File: src/rtl/vga_timing_pkg.sv
// Shared 1024x768@60 timing constants and small helpers for the VGA video path.
// Imported by the timing generator and by the colour generator.
package vga_timing_pkg;

    localparam int unsigned CountWidth = 11;
    typedef logic [CountWidth-1:0] count_t;

    localparam int unsigned HActive     = 1024;
    localparam int unsigned HFrontPorch = 24;
    localparam int unsigned HSyncWidth  = 136;
    localparam int unsigned HBackPorch  = 160;

    localparam int unsigned VActive     = 768;
    localparam int unsigned VFrontPorch = 3;
    localparam int unsigned VSyncWidth  = 6;
    localparam int unsigned VBackPorch  = 29;

    localparam int unsigned HTotal = HActive + HFrontPorch + HSyncWidth + HBackPorch;
    localparam int unsigned VTotal = VActive + VFrontPorch + VSyncWidth + VBackPorch;

    // Flags describing the position an axis counter will hold after the current edge.
    typedef struct packed {
        logic active;
        logic sync;
        logic wrap;
    } axis_flags_t;

    function automatic logic sync_level(input logic in_sync, input logic polarity);
        return in_sync ? polarity : ~polarity;
    endfunction

endpackage

File: src/rtl/vga_axis_counter.sv
// One timing axis: wrapping position counter plus look-ahead active/sync flags and
// a wrap strobe, so the parent can register its outputs aligned with the count.
module vga_axis_counter
    import vga_timing_pkg::*;
#(
    parameter int unsigned TOTAL      = HTotal,
    parameter int unsigned ACTIVE     = HActive,
    parameter int unsigned SYNC_START = HActive + HFrontPorch,
    parameter int unsigned SYNC_WIDTH = HSyncWidth
) (
    input  logic        clk,
    input  logic        rst_n,
    input  logic        step,
    output count_t      count,
    output axis_flags_t nxt
);

    localparam count_t Last      = count_t'(TOTAL - 1);
    localparam count_t ActiveEnd = count_t'(ACTIVE);
    localparam count_t SyncStart = count_t'(SYNC_START);
    localparam count_t SyncEnd   = count_t'(SYNC_START + SYNC_WIDTH);

    count_t count_q;
    count_t count_d;
    logic   at_last;

    always_comb begin
        // >= keeps any out-of-range value from escaping the legal cycle.
        at_last = (count_q >= Last);
        count_d = count_q;
        if (step) begin
            count_d = at_last ? '0 : count_q + count_t'(1);
        end
        nxt        = '0;
        nxt.wrap   = step & at_last;
        nxt.active = (count_d < ActiveEnd);
        nxt.sync   = (count_d >= SyncStart) && (count_d < SyncEnd);
    end

    always_ff @(posedge clk) begin
        if (!rst_n) begin
            count_q <= Last;
        end else begin
            count_q <= count_d;
        end
    end

    assign count = count_q;

endmodule

File: src/rtl/vga_timing_gen.sv
// VGA raster timing generator: pixel/line counters with registered, pixel-aligned
// active, sync and start-of-line/frame strobes, advancing only when en is high.
module vga_timing_gen
    import vga_timing_pkg::*;
#(
    parameter int unsigned H_ACTIVE = HActive,
    parameter int unsigned H_FP     = HFrontPorch,
    parameter int unsigned H_SYNC   = HSyncWidth,
    parameter int unsigned H_BP     = HBackPorch,
    parameter int unsigned V_ACTIVE = VActive,
    parameter int unsigned V_FP     = VFrontPorch,
    parameter int unsigned V_SYNC   = VSyncWidth,
    parameter int unsigned V_BP     = VBackPorch,
    parameter bit          HS_POL   = 1'b0,
    parameter bit          VS_POL   = 1'b0
) (
    input  logic        clk,
    input  logic        rst_n,
    input  logic        en,
    output logic [10:0] count_h,
    output logic [10:0] count_v,
    output logic        EA,
    output logic        hsync,
    output logic        vsync,
    output logic        line_start,
    output logic        frame_start
);

    localparam int unsigned H_TOTAL = H_ACTIVE + H_FP + H_SYNC + H_BP;
    localparam int unsigned V_TOTAL = V_ACTIVE + V_FP + V_SYNC + V_BP;

    count_t      h_count;
    count_t      v_count;
    axis_flags_t h_nxt;
    axis_flags_t v_nxt;

    logic ea_q;
    logic hsync_q;
    logic vsync_q;
    logic line_start_q;
    logic frame_start_q;

    vga_axis_counter #(
        .TOTAL      (H_TOTAL),
        .ACTIVE     (H_ACTIVE),
        .SYNC_START (H_ACTIVE + H_FP),
        .SYNC_WIDTH (H_SYNC)
    ) u_h_axis (
        .clk   (clk),
        .rst_n (rst_n),
        .step  (en),
        .count (h_count),
        .nxt   (h_nxt)
    );

    // The line counter steps once per horizontal wrap, which already implies en.
    vga_axis_counter #(
        .TOTAL      (V_TOTAL),
        .ACTIVE     (V_ACTIVE),
        .SYNC_START (V_ACTIVE + V_FP),
        .SYNC_WIDTH (V_SYNC)
    ) u_v_axis (
        .clk   (clk),
        .rst_n (rst_n),
        .step  (h_nxt.wrap),
        .count (v_count),
        .nxt   (v_nxt)
    );

    // Outputs are registered from the look-ahead flags so they describe the same
    // pixel as the counters, with no extra latency.
    always_ff @(posedge clk) begin
        if (!rst_n) begin
            ea_q          <= 1'b0;
            hsync_q       <= ~HS_POL;
            vsync_q       <= ~VS_POL;
            line_start_q  <= 1'b0;
            frame_start_q <= 1'b0;
        end else begin
            ea_q          <= h_nxt.active & v_nxt.active;
            hsync_q       <= sync_level(h_nxt.sync, HS_POL);
            vsync_q       <= sync_level(v_nxt.sync, VS_POL);
            line_start_q  <= h_nxt.wrap;
            frame_start_q <= v_nxt.wrap;
        end
    end

    assign count_h     = h_count;
    assign count_v     = v_count;
    assign EA          = ea_q;
    assign hsync       = hsync_q;
    assign vsync       = vsync_q;
    assign line_start  = line_start_q;
    assign frame_start = frame_start_q;

endmodule

File: config.mk
export PLATFORM = sky130hd
export DESIGN_NAME = vga_timing_gen
export DESIGN_NICKNAME = d
export VERILOG_FILES = /design/src/rtl/vga_timing_pkg.sv /design/src/rtl/vga_axis_counter.sv /design/src/rtl/vga_timing_gen.sv
export SDC_FILE = /design/constraint.sdc
export NUM_CORES = 1
export LEC_CHECK = 0
export BUFFER_PORTS_ARGS = -buffer_cell sky130_fd_sc_hd__clkbuf_2
export CAP_MARGIN = 20
export CORE_ASPECT_RATIO = 0.9
export CORE_MARGIN = 2
export CORE_UTILIZATION = 55
export DETAILED_ROUTE_END_ITERATION = 12
export PLACE_DENSITY = 0.85
export SLEW_MARGIN = 10
export SYNTH_ARGS = -nofsm -noshare
export SYNTH_HDL_FRONTEND = slang
export SYNTH_SLANG_ARGS = --single-unit
export TNS_END_PERCENT = 5
File: constraint.sdc
create_clock -name clk -period 2.75 [get_ports clk]
set_clock_uncertainty 0.15 [all_clocks]
set_input_delay 0.4125 -clock clk [delete_from_list [all_inputs] [get_ports clk]]
set_output_delay 0.4125 -clock clk [all_outputs]
set_load 0.03 [all_outputs]
-- Word level (Yosys, flattened, before mapping)
Cells that the tools add are included.
- add/sub/neg operators: 2
- multipliers: 0
- divide/modulo/power cells: 0
- $lt $le $gt $ge: 8
- eq/ne operators: 0
- shift operators: 0
- mux-type cells: 6
- bitwise gates (word level): 3
- reductions and logical operators: 2
- operators with widths (cell ; number):
    11-bit two-way mux ; 4
    11-bit by 1-bit adder with 11-bit output, second input constant ; 2
    11-bit by 10-bit >= comparator with 1-bit output, second input constant ; 2
    11-bit >= comparator, second input constant ; 2
    11-bit by 10-bit less-than comparator with 1-bit output, second input constant ; 2
    11-bit less-than comparator, second input constant ; 2
    1-bit bitwise AND ; 3
    1-bit logical AND ; 2
    1-bit two-way mux ; 2
- bits in registers: 27
- latch bits: 0
- RAM bits: 0
- memory bits (read-only): 0
- bits of input ports: 3
- logic and storage cells: 28
- memories: 0

-- Logic depth before layout (Yosys ltp)
- word-level depth: 6
- gate-level depth with buffers: 10

-- Modules after synthesis
Synthesis repeated with hierarchy kept, for this count alone.
- cells, all modules: 201
- area total of the unflattened synthesis: 1716.6 µm²
- by module, submodules not included (module ; instances ; cells each ; area each (µm²) ; sequential area each (µm²)):
    vga_axis_counter at u_v_axis ; 1 ; 103 ; 833.3 ; 220.2
    vga_axis_counter at u_h_axis ; 1 ; 88 ; 754.5 ; 220.2
    vga_timing_gen ; 1 ; 10 ; 128.9 ; 100.1

-- Least setup slack after synthesis
Ideal clock, no wire load.
- kind: reg-to-reg
- start: reg u_h_axis.count_q[0] (netlist: u_h_axis.count[0])
- end: reg vsync_q (netlist: vsync)
- arrival time: 2.264 ns
- slack: 0.209 ns
- stages on the path, launching flop included: 9
- buffers on the path: 1
- cell sequence: dfxtp_1 ha_1 nand2b_4 a2111oi_4 o21ai_2 buf_6 or4_1 a21oi_1 o211ai_1
- cells in the longest elaborated chain, start to end: 6
- ends and longest elaborated chain (element ; line ; source):
    start: declaration ; vga_axis_counter.sv:23 ; count_t count_q;
    start signal: assignment ; vga_axis_counter.sv:42 ; count_q <= Last;
    start signal: assignment ; vga_axis_counter.sv:44 ; count_q <= count_d;
    11-bit >= comparator * ; vga_axis_counter.sv:29 ; at_last = (count_q >= Last);
    1-bit bitwise AND * ; vga_axis_counter.sv:35 ; nxt.wrap = step & at_last;
    11-bit two-way mux * ; vga_axis_counter.sv:31 ; if (step) begin
    11-bit by 10-bit >= comparator with 1-bit output or 11-bit by 10-bit less-than comparator with 1-bit output (tied branches) ; vga_axis_counter.sv:37 ; nxt.sync = (count_d >= SyncStart) && (count_d < SyncEnd);
    1-bit logical AND * ; vga_axis_counter.sv:37 ;
    1-bit two-way mux * ; vga_timing_pkg.sv:29 ; return in_sync ? polarity : ~polarity;
    end signal: assignment ; vga_timing_gen.sv:76 ; vsync_q <= ~VS_POL;
    end signal: assignment ; vga_timing_gen.sv:82 ; vsync_q <= sync_level(v_nxt.sync, VS_POL);
    end: declaration ; vga_timing_gen.sv:39 ; logic vsync_q;
Every way passes the cells marked *; elsewhere a longest branch is shown, timed or not.
A chain may end at the register's enable or synchronous reset.

-- Worst setup path after layout
- start: reg u_v_axis.count_q[1] (netlist: u_v_axis.count[1])
- end: reg vsync_q (netlist: vsync)
- cells in the longest elaborated chain, start to end: 6
- ends and longest elaborated chain (element ; line ; source):
    start: declaration ; vga_axis_counter.sv:23 ;
    start signal: assignment ; vga_axis_counter.sv:42 ;
    start signal: assignment ; vga_axis_counter.sv:44 ;
    11-bit by 1-bit adder with 11-bit output or 11-bit by 10-bit >= comparator with 1-bit output (tied branches) ; vga_axis_counter.sv:32, vga_axis_counter.sv:29 ;
    11-bit two-way mux ; vga_axis_counter.sv:32 ; count_d = at_last ? '0 : count_q + count_t'(1);
    11-bit two-way mux * ; vga_axis_counter.sv:31 ;
    11-bit by 10-bit >= comparator with 1-bit output or 11-bit by 10-bit less-than comparator with 1-bit output (tied branches) ; vga_axis_counter.sv:37 ;
    1-bit logical AND * ; vga_axis_counter.sv:37 ;
    1-bit two-way mux * ; vga_timing_pkg.sv:29 ;
Marks and branches as above.

==> flow_metrics.tcl <==
set metrics [dict create \
    setup_total_negative_slack_ns 0 \
    start_util_pct 58.2 \
    track_usage_pct 23.9 \
    synthesis.yosys.warnings 0 \
    run_status "complete, no violations" \
    post_synth_main_area_contributors "sky130_fd_sc_hd__dfxtp_1, sky130_fd_sc_hd__nand2_1, sky130_fd_sc_hd__o21ai_0" \
    ys_seq_area_share_pct 33.8 \
    via_count_of_the_first_global_routing_pass 1345 \
    cp_num_buf_inv 1 \
    final.period_utilization_pct 94.4 \
    cp_slowest_stage_delay_ns 0.51 \
    port_buffers 29 \
    route.detailed.vias_per_inst 5.92 \
    synth-main-ff-cell "sky130_fd_sc_hd__dfxtp_1" \
    hold_viol 0 \
    cap_violations 0 \
    root_buffer "sky130_fd_sc_hd__clkbuf_4" \
    irDropWorstVdd_mv 0.704 \
    synth.top_cells.by_count "sky130_fd_sc_hd__dfxtp_1, sky130_fd_sc_hd__nand2_1, sky130_fd_sc_hd__nor2_1" \
    dp_cells 266 \
    instances_no_fill 270 \
    gr-max-usage-layer "met2" \
    path_cells "inv_1 -> ha_1 -> o311ai_2 -> a31oi_4 -> or2_1 -> o311ai_4 -> and4b_1 -> o211ai_1" \
    dieArea_sq_mm 0.00336 \
    clock_sink_count 27 \
    seq_power_share_pct 30.2 \
    cts_buffer_depth 2 \
    use_met3_pct 4.42 \
    die_y_um 55.2 \
    cts_buf_count 3 \
    detailed_place_hpwl_um 2710 \
    combinational_power_share_pct 60.9 \
    netSwitchingFraction_pct 51.5 \
    chipWidth_um 60.8 \
    gr-total-overflow 0 \
    power_density_mw_per_mm2 1120 \
    detail_route.wl_per_cell_um 14.3 \
    placeableCoreArea_sq_mm 0.00275 \
    mappedNetlistNets 206 \
    clock_power_share_pct 8.9 \
    arrival_ns 2.73 \
    timing_worst_slew_pin_value_ns 0.462 \
    path_delay_family "compound AO/OA/AOI/OAI gates" \
    n_antenna_cell 0 \
    globalRouteMet1Util_pct 32.6 \
    antenna_found_initial 0 \
    layout_min_cycle_time_ns 2.60 \
    ant_nets 0 \
    htree_num_levels 1 \
    globalplace.congestion 0.913 \
    yosys.area.top_type_share_pct 33.8 \
    cts_tree "built" \
    grt_start_max_net_pins 24 \
    gr-usage-met2_pct 38.2 \
    critPathKind "reg2reg" \
    share_of_final_layout_standard_cells_stronger_than_drive_strength_1_pct 23.0 \
    p_sw_mw 1.07 \
    detail_route.first_pass.iterations 4 \
    worst_slew_margin_rel_pct 69.2 \
    endpoint_kind "flip-flop" \
    yosys.area.top_type "sky130_fd_sc_hd__dfxtp_1" \
    rows 18 \
    postCtsResizedCells 0 \
    via_count 1599 \
    wirelength_um 3860 \
    slowest_stage "sky130_fd_sc_hd__dfxtp_1" \
    num-nets-final 237 \
    post_synth_instance_area_sq_mm 0.00160 \
    cts_setup_buffers 0 \
    area_growth_pct 16.1 \
    postSynthRegisterBits 27 \
    drc 0 \
    cp.required_ns 2.88 \
    cts.clk_slew.worst_paths_ns 0.15 \
    insertion_delay_ns 0.35 \
    synthesis.area_per_instance_sq_um 8.00 \
    critical_path_peak_fanout 14 \
    start_kind "flip-flop" \
    worst_hold_path_class "in2reg" \
    grt_pass1_wl_um 6000 \
    ioPinCount 30 \
    first_iter_violations 81 \
    post-synth-top-count-cell "sky130_fd_sc_hd__dfxtp_1" \
    clock.fmax_mhz 385 \
    power.internal_mw 1.01 \
    rsz0062_at_grt "no" \
    finalSetupViolations 0 \
    post_synth_num_cell_types 49 \
    cts_hold_buffers 0 \
    leakage_power_total_nw 0.768 \
    synth-edff-count 0 \
    postSynth.asyncResetShare_pct 0 \
    postSynthCellCount 200 \
    drv_slew 0 \
]
-- flip-flops by register name (all words and copies together) (netlist names) --
name	cells
frame_start	1
u_v_axis.count	11
u_h_axis.count	11
line_start	1
hsync	1
vsync	1
EA	1
-- power by group through the flow --
stage | logic (mW) | clock network (mW) | registers (mW)
finish | 1.26 | 0.185 | 0.627
global route | 1.38 | 0.200 | 0.644
CTS | 1.21 | 0.193 | 0.618
detailed placement | 1.20 | 0 | 0.627
global placement | 1.19 | 0 | 0.621
floorplan | 0.746 | 0 | 0.803
-- cell usage in the layout, fill, tap and decap left out, types with 2 or more instances in the layout --
cell,Yosys,routed
sky130_fd_sc_hd__nand2_2,2,2
sky130_fd_sc_hd__nand2_1,22,22
sky130_fd_sc_hd__nand3_1,7,7
sky130_fd_sc_hd__nor4_1,3,3
sky130_fd_sc_hd__buf_4,1,10
sky130_fd_sc_hd__clkbuf_4,0,3
sky130_fd_sc_hd__o21a_1,2,2
sky130_fd_sc_hd__ha_1,3,3
sky130_fd_sc_hd__dfxtp_1,27,27
sky130_fd_sc_hd__clkbuf_2,0,29
sky130_fd_sc_hd__o21ai_1,7,7
sky130_fd_sc_hd__and3_1,8,8
sky130_fd_sc_hd__o22ai_1,2,2
sky130_fd_sc_hd__nand4_1,4,4
sky130_fd_sc_hd__a21oi_1,8,8
sky130_fd_sc_hd__a41oi_1,2,2
sky130_fd_sc_hd__nor2_1,16,15
sky130_fd_sc_hd__o211ai_1,4,4
sky130_fd_sc_hd__inv_1,2,2
sky130_fd_sc_hd__nor2b_1,3,3
sky130_fd_sc_hd__o21ai_0,12,12
sky130_fd_sc_hd__a22oi_1,2,2
sky130_fd_sc_hd__xnor2_1,3,3
sky130_fd_sc_hd__or4_1,2,2
sky130_fd_sc_hd__nor3_1,10,10
sky130_fd_sc_hd__and2_1,7,7
sky130_fd_sc_hd__a211oi_1,3,3
sky130_fd_sc_hd__a21o_1,2,2
sky130_fd_sc_hd__xor2_1,4,4
-- cells by family after synthesis --
logic type | after synthesis | share of synthesized area, %
AND/OR/NAND/NOR | 90 | 29.3
AO/OA/AOI/OAI | 58 | 26.1
flip-flops | 27 | 33.8
buffers and inverters | 15 | 4.70
XOR/XNOR | 7 | 3.83
adder cells (fa/ha/maj) | 3 | 2.35
-- path summary, 6_finish.rpt --
path	endpoint	depth (start not counted)	startpoint	slack, ns
max	vsync	8	u_v_axis.count[1]	0.15
min	u_h_axis.count[2]	3	en	0.33
max reg2reg	vsync	8	u_v_axis.count[1]	0.15
min reg2reg	u_v_axis.count[10]	1	u_v_axis.count[10]	0.41
-- final cells by class --
type                    count  area, sq um
repair buffers             39          220
flip-flops and latches     27          541
fillers                   262          891
inverters                   2         7.51
well taps                  40         50.0
clock buffers               3         22.5
clock inverters             1         7.51
multi-input cells         158         1010
-- per-layer routing --
metal	part of all wire [%]	up-vias
met2	47	55
met4	1.2	0
met5	0	-
met1	46	735
met3	5.4	5
li1	-	804
-- worst register-to-register path, stage by stage, from the launching register on --
cell and delay (ns):
sky130_fd_sc_hd__dfxtp_1 0.51, sky130_fd_sc_hd__inv_1 0.11, sky130_fd_sc_hd__ha_1 0.21, sky130_fd_sc_hd__o311ai_2 0.39, sky130_fd_sc_hd__a31oi_4 0.26, sky130_fd_sc_hd__or2_1 0.36, sky130_fd_sc_hd__o311ai_4 0.23, sky130_fd_sc_hd__and4b_1 0.23
sky130_fd_sc_hd__o211ai_1 0.08
-- metrics by stage --
stage               instance area (sq um)  setup WS (ns)  util [%]  power, mW  hold WS [ns]
finish                               1860          0.153      67.6       2.07         0.329
global route                         1860         0.0150      67.6       2.23         0.347
CTS                                  1830         0.0821      66.7       2.02         0.311
detailed placement                   1800          0.138      65.6       1.83         0.373
global placement                     1800          0.194      65.6       1.81         0.372
floorplan                            1600          0.209         -       1.55         0.333
(Power assumes the default switching activity.)
